==> src/rtl/window_minmax_pkg.sv <==
// Shared types and sizing helpers for the windowed signed min/max reducer.
package window_minmax_pkg;

  typedef enum logic [1:0] {
    S_FIRST = 2'd0,
    S_ACCUM = 2'd1,
    S_OUT   = 2'd2
  } minmax_state_t;

  // Counter width; never zero even for degenerate window sizes.
  function automatic int unsigned cnt_w(input int unsigned window);
    int unsigned w;
    w = $clog2(window);
    return (w < 1) ? 1 : w;
  endfunction

endpackage

==> src/rtl/comparator_lt.sv <==
// Strict two's-complement less-than: lt = (a < b) with a and b signed.
module comparator_lt #(
  parameter int unsigned N = 32
) (
  input  logic [N-1:0] a,
  input  logic [N-1:0] b,
  output logic         lt
);

  assign lt = $signed(a) < $signed(b);

endmodule

==> src/rtl/window_minmax_update.sv <==
// Combinational min/max update step built from two strict signed comparators.
module minmax_update #(
  parameter int unsigned N = 32
) (
  input  logic [N-1:0] cur_min,
  input  logic [N-1:0] cur_max,
  input  logic [N-1:0] sample,
  output logic [N-1:0] next_min,
  output logic [N-1:0] next_max,
  output logic         min_upd,
  output logic         max_upd
);

  // Strict compares: a tie never displaces the earlier sample.
  comparator_lt #(.N(N)) u_min_lt (
    .a  (sample),
    .b  (cur_min),
    .lt (min_upd)
  );

  comparator_lt #(.N(N)) u_max_lt (
    .a  (cur_max),
    .b  (sample),
    .lt (max_upd)
  );

  assign next_min = min_upd ? sample : cur_min;
  assign next_max = max_upd ? sample : cur_max;

endmodule

==> src/rtl/window_minmax.sv <==
// Streaming signed min/max over groups of WINDOW samples, valid/ready on both sides.
// Define WINDOW_MINMAX_IDX_EN to add out_min_idx/out_max_idx position outputs.
module window_minmax
  import window_minmax_pkg::*;
#(
  parameter int unsigned N      = 32,
  parameter int unsigned WINDOW = 8
) (
  input  logic                       clk,
  input  logic                       rst,
  input  logic                       in_valid,
  output logic                       in_ready,
  input  logic [N-1:0]               in_data,
  output logic                       out_valid,
  input  logic                       out_ready,
  output logic [N-1:0]               out_min,
  output logic [N-1:0]               out_max
`ifdef WINDOW_MINMAX_IDX_EN
  ,
  output logic [$clog2(WINDOW)-1:0]  out_min_idx,
  output logic [$clog2(WINDOW)-1:0]  out_max_idx
`endif
);

  localparam int unsigned CW = cnt_w(WINDOW);
  localparam logic [CW-1:0] LastCnt = CW'(WINDOW - 1);

  minmax_state_t state_q, state_d;
  logic [CW-1:0] count_q, count_d;
  logic [N-1:0]  min_q, min_d, max_q, max_d;
  logic [N-1:0]  next_min, next_max;
  logic          min_upd, max_upd;
  logic          in_fire;

  minmax_update #(.N(N)) u_update (
    .cur_min  (min_q),
    .cur_max  (max_q),
    .sample   (in_data),
    .next_min (next_min),
    .next_max (next_max),
    .min_upd  (min_upd),
    .max_upd  (max_upd)
  );

`ifdef WINDOW_MINMAX_IDX_EN
  logic [CW-1:0] min_idx_q, min_idx_d, max_idx_q, max_idx_d;
`endif

  always_comb begin
    state_d   = state_q;
    count_d   = count_q;
    min_d     = min_q;
    max_d     = max_q;
    in_ready  = 1'b0;
    out_valid = 1'b0;
`ifdef WINDOW_MINMAX_IDX_EN
    min_idx_d = min_idx_q;
    max_idx_d = max_idx_q;
`endif
    unique case (state_q)
      S_FIRST: begin
        in_ready = rst;
        if (in_fire) begin
          min_d   = in_data;
          max_d   = in_data;
          count_d = CW'(1);
          state_d = S_ACCUM;
`ifdef WINDOW_MINMAX_IDX_EN
          min_idx_d = '0;
          max_idx_d = '0;
`endif
        end
      end
      S_ACCUM: begin
        in_ready = rst;
        if (in_fire) begin
          min_d = next_min;
          max_d = next_max;
`ifdef WINDOW_MINMAX_IDX_EN
          if (min_upd) min_idx_d = count_q;
          if (max_upd) max_idx_d = count_q;
`endif
          if (count_q == LastCnt) state_d = S_OUT;
          else                    count_d = count_q + CW'(1);
        end
      end
      S_OUT: begin
        out_valid = 1'b1;
        if (out_ready) state_d = S_FIRST;
      end
      default: state_d = S_FIRST;
    endcase
  end

  assign in_fire = in_valid && in_ready;

  always_ff @(posedge clk) begin
    if (!rst) begin
      state_q <= S_FIRST;
      count_q <= '0;
      min_q   <= '0;
      max_q   <= '0;
    end else begin
      state_q <= state_d;
      count_q <= count_d;
      min_q   <= min_d;
      max_q   <= max_d;
    end
  end

`ifdef WINDOW_MINMAX_IDX_EN
  always_ff @(posedge clk) begin
    if (!rst) begin
      min_idx_q <= '0;
      max_idx_q <= '0;
    end else begin
      min_idx_q <= min_idx_d;
      max_idx_q <= max_idx_d;
    end
  end

  assign out_min_idx = min_idx_q;
  assign out_max_idx = max_idx_q;
`endif

  assign out_min = min_q;
  assign out_max = max_q;

endmodule
==> config.mk <==
export PLATFORM = sky130hd
export DESIGN_NAME = window_minmax
export DESIGN_NICKNAME = d
export VERILOG_FILES = /design/src/rtl/window_minmax_pkg.sv /design/src/rtl/comparator_lt.sv /design/src/rtl/window_minmax_update.sv /design/src/rtl/window_minmax.sv
export SDC_FILE = /design/constraint.sdc
export NUM_CORES = 1
export LEC_CHECK = 0
export CAP_MARGIN = 0
export CORE_ASPECT_RATIO = 1.75
export CORE_MARGIN = 5
export CORE_UTILIZATION = 40
export CTS_CLUSTER_SIZE = 30
export DETAILED_ROUTE_END_ITERATION = 8
export PLACE_DENSITY_LB_ADDON = 0.05
export SLEW_MARGIN = 10
export SYNTH_ARGS = -nofsm -noshare
export SYNTH_HDL_FRONTEND = slang
export SYNTH_SLANG_ARGS = --single-unit
==> constraint.sdc <==
create_clock -name clk -period 2.5 [get_ports clk]
set_input_delay 0.5 -clock clk [delete_from_list [all_inputs] [get_ports clk]]
set_output_delay 0.5 -clock clk [all_outputs]
set_load 0.05 [all_outputs]
==> results by group <==
Global routing
  • GRT Util Overall: 20.57%
  • First-pass GRT wire length: 19730 µm
  • Vias in the first global route: 4155
  • Initial antenna violation count: 0
  • Total gr overflow: 0
  • Pin count of the biggest net entering global routing: 70

STA
  • Unrepaired setup endpoints after global routing: true
  • Measured slew at the worst slew-check pin: 0.7463 ns
  • Clk_skew: 0.007021 ns
  • Endpoints failing setup: 0
  • FMAX: 0.4016 GHz
  • Relative slew slack: 50.25%
  • TNS Setup: 0 ns
  • Period minus WS final: 2.490 ns
  • Final Cycle Share: 99.60%
  • Slew Limit Fails: 0
  • Slack of the critical path: 0.009957 ns
  • Final hold viol count: 0

Finish
  • Final std cells w/o fill: 765
  • Layout cells sized above 1: 23.20%
  • Util after Layout: 64.42%
  • Area of the multi-input gates: 0.002694 mm²
  • FF+latch area: 0.001384 mm²
  • ANT cells: 0
  • Fill cells: 900
  • Fin area: 0.006556 mm²
  • Nets: 733
  • Area Overhead vs Synth: 59.61%

Setup path
  • R2R setup slack: 0.01 ns
  • Startpoint Class: input pin
  • Crit path from: in_data[23]
  • Worst-case reg-to-reg path depth: 11
  • CP arrival: 2.74 ns
  • Reg2reg end: out_min[18]
  • RR Startpoint: out_min[5]
  • Worst Setup Path Type: input pin to flop
  • CP endpoint: out_min[31]
  • Critical Path RT: 2.75 ns
  • Worst Setup End Kind: flop
  • Crit path max fanout: 6

Power and ir drop
  • Leakage: 3.159 nW
  • Sw frac: 36.36%
  • Int Pwr: 2.958 mW
  • Sequential power share: 29.7%
  • Clk pwr share: 28.6%
  • Peak VDD IR: 0.5140 mV
  • Net Sw Power: 1.690 mW
  • Part of the power in combinational logic: 41.7%
  • PwrDens: 708.9 mW/mm²

Yosys
  • Syn Nets: 556
  • Synth area leaders: dfxtp_1 34%, ha_1 19%, mux2i_1 16%
  • Yosys Warn Count: 0
  • Post-synthesis average cell area: 9.008 µm²
  • Post-synthesis sequential area ratio: 33.63%
  • Post-Syn Area: 0.004108 mm²
  • Synth top cells by count: 74 x nand2_1, 69 x dfxtp_1, 64 x ha_1, 64 x mux2i_1, 63 x inv_1
  • Synth cell types: 31
  • Post-synth EDFFs: 0
  • Post-Syn Instances: 456
  • Synth area leader: dfxtp_1
  • Post-synth top flop: dfxtp_1
  • Yosys top cell area share: 33.63%
  • Ys async rst share: 0%
  • Most frequent cell after synthesis: nand2_1
  • Synthesis-stage register bit count: 69

Min path
  • Min-Delay Path Class: flop to flop

Routing
  • Drt first pass iters: 4
  • Remaining antenna violation count: 0
  • Wire per inst: 16.03 µm
  • DR vias: 3834
  • DR iter-0 viols: 71
  • # DRC: 0
  • Post-Route WL: 12260 µm
  • Drt via density: 5.012

Floorplanning
  • Initial Util: 40.36%
  • Core Region: 0.01018 mm²
  • Die Y: 144.1 µm
  • Core Rows: 49
  • Die width: 86.61 µm
  • Ports: 102
  • Area of the die: 0.01248 mm²

Status
  • Status: finished, final reports clean

Clock tree
  • Clock transition at path regs: 0.06 ns
  • TritonCTS clock tree: built
  • CTS root buf: clkbuf_16
  • Sink Count: 69
  • H-Tree Depth: 3
  • Worst skew pair latency: 0.33 ns
  • Clock tree buffer depth: 2
  • Number of buffers created by CTS: 9

Placed design
  • Placed cells: 735
  • Pre-CTS setup slack: -0.6854 ns
  • Final HPWL DP: 8967 µm
  • Gpl congestion: 0.7568
  • DP Area: 0.005751 mm²
  • Buffers on Ports: 101

Job
  • Max Cap Viol: 0
[cells in the final DEF (no fill, tap or decap), drive strengths merged, types with 13 or more instances in the layout]
master and instances:
a21oi 23, buf 79, clkbuf 15, clkdlybuf4s50 74
dfxtp 69, dlygate4sd2 19, ha 64, inv 63
mux2i 64, nand2 74, o21ai 13
[worst min-delay path by stage]
stage	start	end	slack, ns	cells past startpoint
2_1_floorplan	count_q[0]	count_q[0]	0.43	1
6_report	count_q[0]	count_q[0]	0.46	1
3_5_place_dp	count_q[0]	count_q[0]	0.46	1
5_1_grt	out_min[13]	out_min[13]	0.50	2
3_3_place_gp	count_q[0]	count_q[0]	0.45	1
4_1_cts	count_q[0]	count_q[0]	0.47	1
[final cells by class]
| cell class | instances | area share [%] |
|---|---|---|
| clock buffer | 13 | 4.122 |
| clock inverter | 3 | 0.6489 |
| inverter | 63 | 3.607 |
| multi-input combinational | 310 | 41.09 |
| sequential | 69 | 21.11 |
| tap | 127 | 2.424 |
| timing repair buffer | 180 | 27.00 |
[per-layer routing]
metal / vias to the layer above / global-route usage [%] / share of wire (%)
met3: 27 / 3.991 / 3.7
met2: 91 / 38.98 / 56
li1: 1924 / - / -
met4: 0 / 10.59 / 3.6
met1: 1792 / 20.76 / 37
met5: - / 0 / 0
[timing repair]
item                       in CTS  in global routing
hold buffers                    0                  0
hold endpoints to repair        0                  0
setup endpoints to repair      64                 59
setup buffers                   8                  1
resized for setup              70                 19
pin swaps                      30                 14
cloned                          5                  0
[metrics by stage]
step	hold WS, ns	power, mW
finish	0.4644	4.648
global route	0.5032	4.877
CTS	0.4695	4.646
detailed placement	0.4619	3.111
global placement	0.4541	3.089
floorplan	0.4291	2.430
[worst max-delay path, cell delays in order]
cell	delay, ns
clkdlybuf4s50_1	0.42
buf_4	0.15
ha_4	0.26
nand2_2	0.06
nor4_2	0.26
buf_4	0.16
a21oi_2	0.06
o211a_4	0.16
o22ai_4	0.21
buf_12	0.16
buf_12	0.13
mux2i_1	0.21
[sequential cells by signal, summed over array words and instances (netlist names)]
| signal | count |
|---|---|
| count_q | 3 |
| state_q | 2 |
| out_max | 32 |
| out_min | 32 |
[cells by family after synthesis]
logic type      after synthesis  share of synthesized area, %
compound gates               62                         10.11
simple gates                120                         13.01
mux                          64                         15.60
buf+inv                      77                         8.163
fa+ha+maj                    64                         19.49
flops                        69                         33.63
[power by group through the flow]
| stage | clock (mW) | sequential (mW) | combinational [mW] |
|---|---|---|---|
| after floorplan | 0 | 1.86 | 0.567 |
| after CTS | 1.36 | 1.38 | 1.91 |
| after global placement | 0 | 1.39 | 1.70 |
| final | 1.33 | 1.38 | 1.94 |
| after global routing | 1.40 | 1.40 | 2.08 |
| after detailed placement | 0 | 1.39 | 1.72 |
Note: power is estimated with default switching activity, not from simulation.
